### src/rtl/uart_receiver.sv
// Oversampled 8N1 UART receive engine: two-flop line synchronizer, mid-bit
// sampling FSM, registered data/status/framing-error outputs.
module uart_receiver #(
    parameter int OVERSAMPLE = 16,
    parameter int DATA_BITS  = 8
) (
    input  logic                 BRclk,
    input  logic                 reset,
    input  logic                 UART_RX,
    output logic [DATA_BITS-1:0] RX_DATA,
    output logic                 RX_STATUS,
    output logic                 FRAME_ERR,
    output logic                 RX_BUSY
);

    localparam int TICK_W = $clog2(OVERSAMPLE);
    localparam int BIT_W  = $clog2(DATA_BITS + 1);
    localparam logic [TICK_W-1:0] MID      = TICK_W'(OVERSAMPLE / 2 - 1);
    localparam logic [TICK_W-1:0] LAST     = TICK_W'(OVERSAMPLE - 1);
    localparam logic [BIT_W-1:0]  BIT_LAST = BIT_W'(DATA_BITS - 1);

    typedef enum logic [2:0] {
        IDLE,
        START,
        DATA,
        STOP,
        WAIT_HIGH
    } state_t;

    state_t                 state;
    logic [TICK_W-1:0]      tick;
    logic [BIT_W-1:0]       bit_cnt;
    logic [DATA_BITS-1:0]   shift;
    logic                   rx_p0;
    logic                   rx_s;

    // Synchronizer stage: both flops park at the idle level on reset
    always_ff @(posedge BRclk) begin
        if (reset) begin
            rx_p0 <= 1'b1;
            rx_s  <= 1'b1;
        end else begin
            rx_p0 <= UART_RX;
            rx_s  <= rx_p0;
        end
    end

    always_ff @(posedge BRclk) begin
        if (reset) begin
            state     <= IDLE;
            tick      <= '0;
            bit_cnt   <= '0;
            shift     <= '0;
            RX_DATA   <= '0;
            RX_STATUS <= 1'b0;
            FRAME_ERR <= 1'b0;
            RX_BUSY   <= 1'b0;
        end else begin
            RX_STATUS <= 1'b0;
            FRAME_ERR <= 1'b0;
            case (state)
                IDLE: begin
                    if (!rx_s) begin
                        state   <= START;
                        tick    <= '0;
                        RX_BUSY <= 1'b1;
                    end
                end
                START: begin
                    if (tick == MID) begin
                        if (!rx_s) begin
                            state   <= DATA;
                            tick    <= '0;
                            bit_cnt <= '0;
                        end else begin
                            // Low pulse shorter than half a bit: treat as noise
                            state   <= IDLE;
                            RX_BUSY <= 1'b0;
                        end
                    end else begin
                        tick <= tick + TICK_W'(1);
                    end
                end
                DATA: begin
                    if (tick == LAST) begin
                        shift   <= {rx_s, shift[DATA_BITS-1:1]};
                        bit_cnt <= bit_cnt + BIT_W'(1);
                        tick    <= '0;
                        if (bit_cnt == BIT_LAST) begin
                            state <= STOP;
                        end
                    end else begin
                        tick <= tick + TICK_W'(1);
                    end
                end
                STOP: begin
                    if (tick == LAST) begin
                        tick <= '0;
                        if (rx_s) begin
                            RX_DATA   <= shift;
                            RX_STATUS <= 1'b1;
                            state     <= IDLE;
                            RX_BUSY   <= 1'b0;
                        end else begin
                            FRAME_ERR <= 1'b1;
                            state     <= WAIT_HIGH;
                        end
                    end else begin
                        tick <= tick + TICK_W'(1);
                    end
                end
                WAIT_HIGH: begin
                    // A held-low line (break) must not look like a stream of start bits
                    if (rx_s) begin
                        state   <= IDLE;
                        RX_BUSY <= 1'b0;
                    end
                end
                default: begin
                    state   <= IDLE;
                    RX_BUSY <= 1'b0;
                end
            endcase
        end
    end

endmodule

### config.mk
export PLATFORM = sky130hd
export DESIGN_NAME = uart_receiver
export DESIGN_NICKNAME = d
export VERILOG_FILES = /design/src/rtl/uart_receiver.sv
export SDC_FILE = /design/constraint.sdc
export NUM_CORES = 1
export LEC_CHECK = 0
export ABC_AREA = 1
export CORE_MARGIN = 3
export CORE_UTILIZATION = 35
export CTS_BUF_LIST = sky130_fd_sc_hd__clkbuf_8
export DETAILED_ROUTE_END_ITERATION = 10
export GPL_ROUTABILITY_DRIVEN = 1
export HOLD_SLACK_MARGIN = 0.15
export PLACE_DENSITY = 0.54
export SETUP_SLACK_MARGIN = 0.02
export SYNTH_ARGS = -nofsm -noshare
export SYNTH_HDL_FRONTEND = slang
export SYNTH_SLANG_ARGS = --single-unit
export TNS_END_PERCENT = 20
### constraint.sdc
create_clock -name BRclk -period 1.74 [get_ports BRclk]
set_clock_uncertainty 0.1 [all_clocks]
set_input_delay 0.348 -clock BRclk [delete_from_list [all_inputs] [get_ports BRclk]]
set_output_delay 0.348 -clock BRclk [all_outputs]
set_load 0.02 [all_outputs]
Word level (Yosys, flattened, before mapping). Cells that the tools add are included. W data, S select, Z words.

$mul: 0. Bitwise operators: 3. Reduce and logical (&&, ||, !) cells: 10. $lt $le $gt $ge: 0. Add/subtract/negate cells: 2. Muxes and demuxes: 24. Eq/ne operators: 14. Shifts and indexed selects: 0. Div/mod/pow operators: 0.

Operators by type and width (count): $mux W4 (6); $mux W3 (7); $pmux W3 S5 (1); $ne A2 B2 Y1 const B (7); $pmux W4 S3 (1); $add A4 B1 Y4 const B (2); $eq A4 B3 Y1 const B (2); $pmux W4 S2 (1); $reduce_and A4 Y1 (2); $eq A3 B2 Y1 const B (2); $mux W1 (6); $reduce_and A6 Y1 (1); $pmux W1 S5 (1); $eq A4 B4 Y1 const B (1); $eq A3 B1 Y1 const B (1); $eq A3 B3 Y1 const B (1); $logic_not A3 Y1 (1); $not A1 Y1 (3); $reduce_and A3 Y1 (1); $reduce_bool A3 Y1 (1); $reduce_or A3 Y1 (1); $mux W2 (1); $reduce_and A2 Y1 (1); $reduce_bool A2 Y1 (1); $reduce_or A2 Y1 (1).

Memory bits (writable): 0. Output and inout bits: 11. Logic and storage cells: 63. Input bits: 3. Latch bits: 0. Bits in read-only memories: 0. Flip-flop bits (word level): 32. Memories kept: 0.

Depth between registers and ports, before layout.
Depth after elaboration: 4. Depth in mapped cells: 10. Depth with buffers taken out: 9.

Worst setup path before layout. No wires, ideal clock.

Path kind: reg-to-reg. Start: register tick[1]. End: register bit_cnt[0]. Path slack: 241 ps. Buffers on the path: 0. Arrival time: 1285 ps. Period minus slack after synthesis: 1499 ps. Setup time: 113 ps. Required time: 1527 ps. Cell stages (with the launch flop): 9. Cell sequence: dfxtp_1 > ha_1 > nand3_2 > inv_2 > nor2_1 > nor2_2 > nand2_2 > o21ai_1 > inv_1.

Cells in the longest elaborated chain, start to end: 3. Elaborated cells between the ends (all ways): 5.

RTL lines: from (decl) (RTL line 31) `logic [TICK_W-1:0] tick;`; from (signal assigned) (RTL line 81) `tick <= tick + TICK_W'(1);`; from (signal assigned) (RTL line 93) `tick <= tick + TICK_W'(1);`; from (signal assigned) (RTL line 109) `tick <= tick + TICK_W'(1);`; $eq A4 B4 Y1 / $eq A4 B3 Y1 (equally long branches) (RTL line 85, 70); $ne A2 B2 Y1 (no source line); $reduce_and A4 Y1 (no source line) *; to (signal assigned) (RTL line 87) `bit_cnt <= bit_cnt + BIT_W'(1);`; to (decl) (RTL line 32) `logic [BIT_W-1:0] bit_cnt;`.

Every way passes the cells marked *; elsewhere a longest branch is shown, timed or not. A chain may end at the register's enable or synchronous reset.

Final worst setup path.
Start: register RX_DATA[7]. End: output port RX_DATA[7].

RTL lines: from (decl) (RTL line 10) `output logic [DATA_BITS-1:0] RX_DATA,`; from (signal assigned) (RTL line 100) `RX_DATA <= shift;`.

No word-level cell between the ends.

==> flow_summary.ini <==
[run_status]
status = completed

[detailed_routing]
vias = 1372
highest_layer = met4
drtIter0Drc = 120
drcViolationCount = 0
ant_nets = 0
dr.pass1.iters = 4
wl_met3_um = 132
wirelength_mm = 3.24
dr_wl_met2_mm = 1.51
drt-met1-wl_mm = 1.56
wl_per_cell_um = 11.3
drt-vias-per-instance = 4.76

[synth]
synthCells = 213
synth_edf_count = 0
synth_top_area_cell = dfxtp_1
yosysSeqAreaShare_pct = 42.9
yosysWarnings = 0
synth_top_area_share_pct = 42.9
synth.most_common_cell = nor2_1
synthFlopType = dfxtp_1
netlist_area_mm2 = 0.00149
synthArstFlopShare_pct = 0
avgSynthCellArea_um2 = 7.01
synthTopCellsByArea = dfxtp_1, nor2_1, nand2_1
netlist_top_cells_count = nor2_1, nand2_1, dfxtp_1
ys_types = 25
ys_ff_latch = 32
syn-num-nets = 218

[die]
pin_count = 14
core_mm2 = 0.00406
fp.dieH_um = 71.3
start_util_pct = 36.8
die_w_um = 71.3
fp-row-count = 23
dieArea_mm2 = 0.00508

[power]
powerDensity_mw_per_mm2 = 1180
p_leak_nw = 0.785
ir_drop_v = 0.000584

[place]
dp_cells = 280
place_hpwl_mm = 2.31
placed_cell_area_mm2 = 0.00173
finalWeightedCongestion = 0.818
port_buffers = 13

[cells_and_area]
diodes = 0
finalNonFillerCells = 288
drive_gt1_share_pct = 16.0
syn2layout_area_growth_pct = 24.6
final_nets = 242
postLayoutCellArea_mm2 = 0.00186
fill_cells = 423

[flow_run]
maxCapViolations = 0

[clocking]
hold_buffers = 0
cts_buffers = 5
path_clk_slew_ns = 0.07
h-tree-depth = 2
cts_tree = built
cts.sinks = 32
root_buffer = clkbuf_8
clockBufferDepth = 2
clkLatencyLatePin_ns = 0.28

[worst_setup_path]
critPathBufInv = 1
path_delay_family = buffers and inverters
cp_slowest_cell = clkdlybuf4s50_1
path_class = reg -> out
critical_path_required_ns = 1.29
worstPathMaxFanout = 2
crit_path_cell_trace = clkdlybuf4s50_1
max_stage_delay_ns = 0.60
cp-end-kind = primary output
crit_arrival_ns = 1.22
cp-start-kind = register

[global_route]
grt-ovfl-total = 0
grt_usage_pct = 14.4
grt_pass1_vias = 1322
antenna_found_initial = 0
grt_max_degree = 21
grt_pass1_wl_mm = 5.87

[min_path]
min_path_type = reg -> reg

[sta]
fmax_mhz = 601
fin_crit_sh_pct = 95.6
setup_viol = 0
tns_ns = 0
hold_violations = 0
slew_headroom_pct = 79.3
finalMaxSlewViolations = 0
tightest_slew_ns = 0.310
period_minus_slack_ns = 1.66
worst paths after layout:
check             startpoint         end  slack, ns  cells after the start
hold / removal         rx_p0        rx_s       0.31                      1
hold reg to reg        rx_p0        rx_s       0.31                      1
setup reg to reg     tick[1]  bit_cnt[0]       0.15                      8
setup / recovery  RX_DATA[7]  RX_DATA[7]       0.08                      1
worst reg2reg max path: stages (launching register included):
cell     delay (ns)
dfxtp_2        0.39
ha_4           0.18
nand3_2        0.17
inv_2          0.17
nor2_1         0.08
nor2_4         0.12
nand2_2        0.09
o21ai_1        0.13
inv_1          0.05
layout make-up:
| type | instances | area (um2) | share of cell area, % |
|---|---|---|---|
| flip-flops and latches | 32 | 643 | 34.6 |
| clock inverters | 3 | 42.5 | 2.29 |
| clock buffers | 5 | 68.8 | 3.70 |
| inverters | 17 | 65.1 | 3.50 |
| well taps | 50 | 62.6 | 3.36 |
| multi-input cells | 158 | 772 | 41.5 |
| repair buffers | 23 | 205 | 11.0 |
per-stage QoR:
stage | utilization (%) | setup slack, ns | hold slack, ns | total power [mW]
2_1_floorplan | - | 0.241 | 0.289 | 1.31
3_3_place_gp | 42.5 | 0.0732 | 0.297 | 1.48
3_5_place_dp | 42.5 | 0.0539 | 0.296 | 1.46
4_1_cts | 45.3 | 0.0344 | 0.312 | 2.19
5_1_grt | 45.8 | -0.00364 | 0.316 | 2.35
6_report | 45.8 | 0.0759 | 0.312 | 2.19
cell usage in the layout (no fill, tap or decap):
cell             count
dfxtp_1             30
nand2_4              1
nor2_2               2
nand3_2              2
or2_2                2
bufinv_16            1
buf_4               10
nand2_1             37
nand3b_1             1
nor2_1              51
nand3_4              1
nand2_2              2
clkdlybuf4s50_1     13
nor4_1               1
clkinvlp_4           1
nor2_4               2
nand3_1             18
clkbuf_8             5
xor2_1               3
dfxtp_2              2
a21oi_1             12
inv_1               12
clkinv_2             2
inv_2                4
o21ai_0             19
ha_4                 1
o21ai_1              2
ha_1                 1
report_power, final:
part	internal [mW]	total, mW	switching, mW	leakage, nW
Combinational	0.257	0.639	0.382	0.471
Sequential	0.783	0.847	0.0637	0.260
Clock	0.423	0.708	0.285	0.0541
state kept, by name (all words and copies together) (netlist names):
| signal | flops |
|---|---|
| bit_cnt | 4 |
| shift | 8 |
| rx_s | 1 |
| FRAME_ERR | 1 |
| state | 3 |
| tick | 4 |
| rx_p0 | 1 |
| RX_STATUS | 1 |
| RX_DATA | 8 |
| RX_BUSY | 1 |
layer usage:
layer	vias up	GRT usage, %
li1	728	-
met1	603	19.0
met2	34	22.2
met3	7	4.21
met4	0	5.43
met5	-	0
timing repair:
action / CTS / global route
endpoints found under the setup margin: 1 / 22
buffers inserted: 0 / 0
resized for setup: 1 / 5
cell families after synthesis:
family	share of synthesized area, %
buffers and inverters	6.70
XOR/XNOR	1.76
AND/OR/NAND/NOR	35.9
AO/OA/AOI/OAI	11.1
adder cells (fa/ha/maj)	1.68
flip-flops	42.9
Note: power is estimated with default switching activity, not from simulation.
